[src/rtl/cpu_pkg.sv]
// Shared definitions for the 16-bit CPU: fetch defaults, fetch state encoding
// and instruction field accessors.
package cpu_pkg;

    localparam logic [15:0] DEFAULT_RESET_PC    = 16'h0000;
    localparam logic [15:0] DEFAULT_PC_STEP     = 16'd4;
    localparam logic [3:0]  DEFAULT_HALT_OPCODE = 4'hF;
    localparam logic [15:0] DEFAULT_NOP_INSTR   = 16'h0000;

    typedef enum logic {
        RUN    = 1'b0,
        HALTED = 1'b1
    } fetch_state_e;

    function automatic logic [3:0] opcode(input logic [15:0] instr);
        return instr[15:12];
    endfunction

    function automatic logic [3:0] rd(input logic [15:0] instr);
        return instr[11:8];
    endfunction

    function automatic logic [3:0] rs(input logic [15:0] instr);
        return instr[7:4];
    endfunction

    function automatic logic [3:0] rt(input logic [15:0] instr);
        return instr[3:0];
    endfunction

endpackage

[src/rtl/if_id_reg.sv]
// IF/ID pipeline register: instruction, its address, address + step and a
// valid bit. Flush beats load; neither asserted means hold.
module if_id_reg
    import cpu_pkg::*;
#(
    parameter logic [15:0] NOP_INSTR = DEFAULT_NOP_INSTR
) (
    input  logic        clk,
    input  logic        reset,
    input  logic        load,
    input  logic        flush,
    input  logic [15:0] instr_in,
    input  logic [15:0] pc_in,
    input  logic [15:0] pc_plus_in,
    output logic [15:0] instr,
    output logic [15:0] pc,
    output logic [15:0] pc_plus,
    output logic        valid
);

    // NOTE: sequential state uses non-blocking assignments so every flop
    // samples pre-edge values regardless of statement order.
    always_ff @(posedge clk) begin
        if (reset || flush) begin
            instr   <= NOP_INSTR;
            pc      <= 16'h0000;
            pc_plus <= 16'h0000;
            valid   <= 1'b0;
        end else if (load) begin
            instr   <= instr_in;
            pc      <= pc_in;
            pc_plus <= pc_plus_in;
            valid   <= 1'b1;
        end
    end

endmodule

[src/rtl/fetch_unit.sv]
// Instruction-fetch stage: PC register, RUN/HALTED control, IF/ID register
// and a saturating count of latched instructions.
module fetch_unit
    import cpu_pkg::*;
#(
    parameter logic [15:0] RESET_PC    = DEFAULT_RESET_PC,
    parameter logic [15:0] PC_STEP     = DEFAULT_PC_STEP,
    parameter logic [3:0]  HALT_OPCODE = DEFAULT_HALT_OPCODE,
    parameter logic [15:0] NOP_INSTR   = DEFAULT_NOP_INSTR
) (
    input  logic        Clock,
    input  logic        Reset,
    input  logic        Stall,
    input  logic        Redirect,
    input  logic [15:0] RedirectPC,
    output logic [15:0] PC,
    input  logic [15:0] Instruction,
    output logic [15:0] IfIdInstr,
    output logic [15:0] IfIdPC,
    output logic [15:0] IfIdPCPlus,
    output logic        IfIdValid,
    output logic        Halted,
    output logic [15:0] FetchCount
);

    localparam logic [15:0] ALIGN_MASK = 16'hFFFC;

    fetch_state_e state, state_next;
    logic [15:0]  pc_next, pc_plus, count_next;
    logic         load, flush, halt_commit;

    assign pc_plus     = PC + PC_STEP;
    assign halt_commit = IfIdValid && (opcode(IfIdInstr) == HALT_OPCODE)
                         && !Stall && !Redirect;

    // NOTE: every always_comb output gets a default first, so no path
    // leaves a signal unassigned and no latch is inferred.
    always_comb begin
        state_next = state;
        pc_next    = PC;
        count_next = FetchCount;
        load       = 1'b0;
        flush      = 1'b0;
        if (state == RUN) begin
            if (Redirect) begin
                pc_next = RedirectPC & ALIGN_MASK;
                flush   = 1'b1;
            end else if (halt_commit) begin
                state_next = HALTED;
                pc_next    = IfIdPCPlus;
                flush      = 1'b1;
            end else if (!Stall) begin
                load    = 1'b1;
                pc_next = pc_plus;
                if (FetchCount != 16'hFFFF)
                    count_next = FetchCount + 16'd1;
            end
        end
    end

    always_ff @(posedge Clock) begin
        if (Reset) begin
            state      <= RUN;
            PC         <= RESET_PC;
            FetchCount <= 16'h0000;
        end else begin
            state      <= state_next;
            PC         <= pc_next;
            FetchCount <= count_next;
        end
    end

    assign Halted = (state == HALTED);

    if_id_reg #(
        .NOP_INSTR(NOP_INSTR)
    ) u_if_id_reg (
        .clk       (Clock),
        .reset     (Reset),
        .load      (load),
        .flush     (flush),
        .instr_in  (Instruction),
        .pc_in     (PC),
        .pc_plus_in(pc_plus),
        .instr     (IfIdInstr),
        .pc        (IfIdPC),
        .pc_plus   (IfIdPCPlus),
        .valid     (IfIdValid)
    );

endmodule

[config.mk]
export PLATFORM = sky130hd
export DESIGN_NAME = fetch_unit
export DESIGN_NICKNAME = d
export VERILOG_FILES = /design/src/rtl/cpu_pkg.sv /design/src/rtl/if_id_reg.sv /design/src/rtl/fetch_unit.sv
export SDC_FILE = /design/constraint.sdc
export NUM_CORES = 1
export LEC_CHECK = 0
export BUFFER_PORTS_ARGS = -buffer_cell sky130_fd_sc_hd__buf_4
export CORE_ASPECT_RATIO = 0.8
export CORE_MARGIN = 10
export CORE_UTILIZATION = 51
export CTS_CLUSTER_SIZE = 40
export DETAILED_ROUTE_END_ITERATION = 16
export GPL_ROUTABILITY_DRIVEN = 0
export PLACE_DENSITY = 0.89
export RECOVER_POWER = 100
export SLEW_MARGIN = 20
export SYNTH_ARGS = -nofsm -noshare
export SYNTH_HDL_FRONTEND = slang
export SYNTH_SLANG_ARGS = --single-unit
[constraint.sdc]
create_clock -name Clock -period 1.86 [get_ports Clock]
set_input_delay 0.093 -clock Clock [delete_from_list [all_inputs] [get_ports Clock]]
set_output_delay 0.093 -clock Clock [all_outputs]
set_load 0.005 [all_outputs]
==> summary by stage <==
Clock tree
The CTS root buffer is sky130_fd_sc_hd__clkbuf_8. The clock drives 80 sinks. The maximum clock insertion buffer count is 2. The clock reaches the later pin of the worst-skew pair after 0.36 ns.

The CTS tree is done. In this run the number of H-tree levels came out at 3. The number of CTS-inserted buffers is 9.

The clock-pin transition on the worst setup and hold timing paths is 0.08 ns.

Finish
The final layout net count is 639. The layout has 539 filler cells. The count of cells in the finished layout, fillers not included, comes to 693. Leaving out fill and tap cells, the most frequent cell in the layout is sky130_fd_sc_hd__nand2_1. The share of layout cells above drive strength 1 is 0.244. In the layout the commonest cells are sky130_fd_sc_hd__nand2_1, sky130_fd_sc_hd__dfxtp_1, sky130_fd_sc_hd__buf_4. 0 antenna diodes ended up in the layout.

The layout overhead on the synthesized area is 36.4%.

GRT
The global-route congestion overflow total is 0. The first global-routing pass estimated 18,500 µm of wire. The initial antenna violation count is 0.

In the global route stage, overall resource usage came out at 0.205. The via count of the first global-routing pass is 3,712. The largest net degree at the start of global routing is 38.

Route
The count of TritonRoute iterations in the first routing pass is 5. The violation count after the first detailed-route iteration is 313. The routed layout has 3,882 vias. After detailed routing, the average wire length per cell comes to 17.3 µm. In the routed layout, each cell is associated on average with a via count of 5.60. In this run the remaining antenna-violating nets after routing total 0. After detailed routing, the total wire length is 12,000 µm. After detailed routing, the number of remaining DRC violations is 0.

Synth
The post-synth net total is 495. The total number of yosys warnings is 0. In the synthesized netlist the dominant register cell turns out to be sky130_fd_sc_hd__dfxtp_1. The post-synthesis average cell area is 8.12 µm². For this run, asynchronously set or reset flops after synthesis account for 0. Counting every instance in the synthesized netlist gives 457. The number of distinct library cells after synthesis is 54. The number of flip-flops and latches in the synthesized netlist is 80. In this run the cell area of the synthesized design comes to 0.00371 mm². In this run, synthesis inferred 0 flip-flops with an integrated enable. The proportion of synthesized chip area in sequential cells is 0.432.

Timing
The worst-case clock skew is 0.0152 ns. The number of pins exceeding their max-slew limit in the final report is 0. The final worst-path cycle share is 0.951. Setup violations remaining at the end of the flow were counted as 0. The accumulated negative setup slack is 0 ns. The total count of hold-check failures in the final report is 0. For the pin with the worst max-slew slack, the measured transition is 0.553 ns. The minimum clock period after layout is 1.77 ns. The normalized max-slew margin is 0.631. On the final layout, the worst hold slack is 0.00906 ns. The achievable frequency is 566 MHz.

Critical path
In this run the critical register-to-register path is launched from FetchCount[0]. The capturing point of the worst reg2reg path is FetchCount[5]. The setup slack of the worst register-to-register path is 0.09 ns. The data required time of the worst path is 2.10 ns. The number of cells on the worst reg-to-reg path is 7. The largest fanout of any net on the critical path is 9.

The critical path is of the reg -> reg type. The slowest stage of the critical path belongs to the cell sky130_fd_sc_hd__nor4b_1. The largest single stage delay on the critical path is 0.42 ns.

Data arrives at the worst endpoint at 2.01 ns. The critical path goes through ha_1 -> nand3_1 -> nor4_4 -> buf_4 -> nor4b_1 -> xnor2_1 -> nor2_1. The kind of start point of the critical path is a flop. The endpoint kind of the worst setup timing path is a flop.

Die
The die is 115 µm wide. Row generation in the floorplan step produced 27 rows. Pin placement for this block handled 118 I/O pins.

The core region is 0.00699 mm². The die covers 0.0111 mm². From bottom edge to top edge, the die measures 96.3 µm.

For this configuration, the core starts out at a cell density of 0.531.

Min path
The worst hold path begins at Instruction[11]. The path type of the worst min-delay path is in -> reg. Counting instances, the worst hold path has a depth of 3. The endpoint with the worst hold slack is u_if_id_reg.instr[11].

Pwr
In this run the power spent charging and discharging nets is 0.933 mW. The power per cell area is 711 mW/mm². The share of total power dissipated in sequential elements is 0.500.

The share of total power dissipated in combinational logic is 0.133. The total internal power is 2.67 mW. Of the total power, the clock network draws 0.368. The sum of internal, switching and leakage power is 3.60 mW. The leakage component of the power is 1.92 nW. Of the total power, the share spent switching nets is 0.259. The peak supply drop is 0.573 mV.

Run status
The run finished with clean final reports.

Flow run
The number of violations of the max-capacitance limit is 0.

Place
The number of buffers added on ports is 115. The post-placement cell count is 661. Summed over all nets, the half-perimeter wirelength after detailed placement is 8450 µm.
area by class of cell:
cell class / instances / area [µm²] / share of cell area
repair buffers: 165 / 1160 / 0.229
clock buffers: 11 / 151 / 0.0299
clock inverters: 5 / 55.1 / 0.0109
well taps: 87 / 109 / 0.0215
multi-input cells: 334 / 1940 / 0.384
inverters: 11 / 41.3 / 0.00816
flip-flops and latches: 80 / 1600 / 0.316
sequential cells by signal (all words and copies together), names as in the netlist:
signal,cells
Halted,1
PC,16
u_if_id_reg.pc,16
FetchCount,16
u_if_id_reg.instr,16
u_if_id_reg.pc_plus,14
u_if_id_reg.valid,1
how the worst max path moves through the flow:
stage                               start                    end  slack [ns]
finish                      FetchCount[0]          FetchCount[5]        0.09
global route               FetchCount[13]         FetchCount[15]      -0.007
CTS                 u_if_id_reg.instr[13]      u_if_id_reg.pc[1]        0.04
detailed placement  u_if_id_reg.instr[15]      u_if_id_reg.pc[1]        0.06
global placement    u_if_id_reg.instr[15]  u_if_id_reg.instr[14]        0.12
floorplan                   FetchCount[0]         FetchCount[14]        0.21
synth_stat cells (3+ instances only):
library cell	instances	share of area
sky130_fd_sc_hd__a211oi_1	16	0.032
sky130_fd_sc_hd__a21oi_1	50	0.067
sky130_fd_sc_hd__a31oi_1	5	0.0084
sky130_fd_sc_hd__and3_1	6	0.010
sky130_fd_sc_hd__and4_1	3	0.0071
sky130_fd_sc_hd__buf_2	14	0.019
sky130_fd_sc_hd__buf_4	4	0.0081
sky130_fd_sc_hd__clkbuf_1	12	0.012
sky130_fd_sc_hd__dfxtp_1	80	0.43
sky130_fd_sc_hd__inv_1	10	0.010
sky130_fd_sc_hd__nand2_1	92	0.093
sky130_fd_sc_hd__nand3_1	13	0.018
sky130_fd_sc_hd__nand4_1	7	0.012
sky130_fd_sc_hd__nor2_1	39	0.039
sky130_fd_sc_hd__nor3_1	10	0.013
sky130_fd_sc_hd__nor4_1	6	0.010
sky130_fd_sc_hd__o211ai_1	4	0.0081
sky130_fd_sc_hd__o21ai_0	11	0.015
sky130_fd_sc_hd__o21ai_1	4	0.0054
sky130_fd_sc_hd__xnor2_1	20	0.047
sky130_fd_sc_hd__xor2_1	6	0.014
power groups by stage:
stage	clock network (mW)	logic (mW)	registers, mW
5_1_grt	1.40	0.520	1.81
3_3_place_gp	0	0.456	1.84
2_1_floorplan	0	0.218	1.85
6_report	1.32	0.478	1.80
4_1_cts	1.35	0.494	1.80
3_5_place_dp	0	0.468	1.84
repair_timing:
item,4_1_cts,5_1_grt
gates resized for setup,0,4
buffers inserted,0,1
hold buffers,14,0
hold endpoints to repair,14,0
endpoints found under the setup margin,0,28
routing by layer:
metal / vias to the layer above / share of wire / track usage / wire length [µm]
met5: - / 0 / 0 / 0
met4: 0 / 0.021 / 0.0716 / 249
met3: 21 / 0.084 / 0.0572 / 1010
met2: 189 / 0.47 / 0.337 / 5620
met1: 1794 / 0.43 / 0.256 / 5140
li1: 1878 / - / - / -
per-stage QoR:
stage               cell area (µm²)  setup slack (ns)   util
global route                   5060          -0.00666  0.724
global placement               4830             0.117  0.691
detailed placement             4830            0.0642  0.691
finish                         5060            0.0917  0.724
floorplan                      3710             0.207      -
CTS                            5180            0.0427  0.740
logic make-up after synthesis:
kind of cell | after synthesis | synth area share
adder cells (fa/ha/maj) | 2 | 0.00674
AND/OR/NAND/NOR | 198 | 0.260
flip-flops | 80 | 0.432
AO/OA/AOI/OAI | 107 | 0.182
XOR/XNOR | 26 | 0.0614
buffers and inverters | 44 | 0.0573
critical path, delay by kind of cell, from the launching register on:
kind	cells	cell delay, ns
xor gates and xnor gates	1	0.18
adders and majority gates	1	0.21
DFF	1	0.33
buffers and inverters	1	0.18
and+or+nand+nor	4	0.77
No activity file was read; power rests on OpenSTA's default activity.
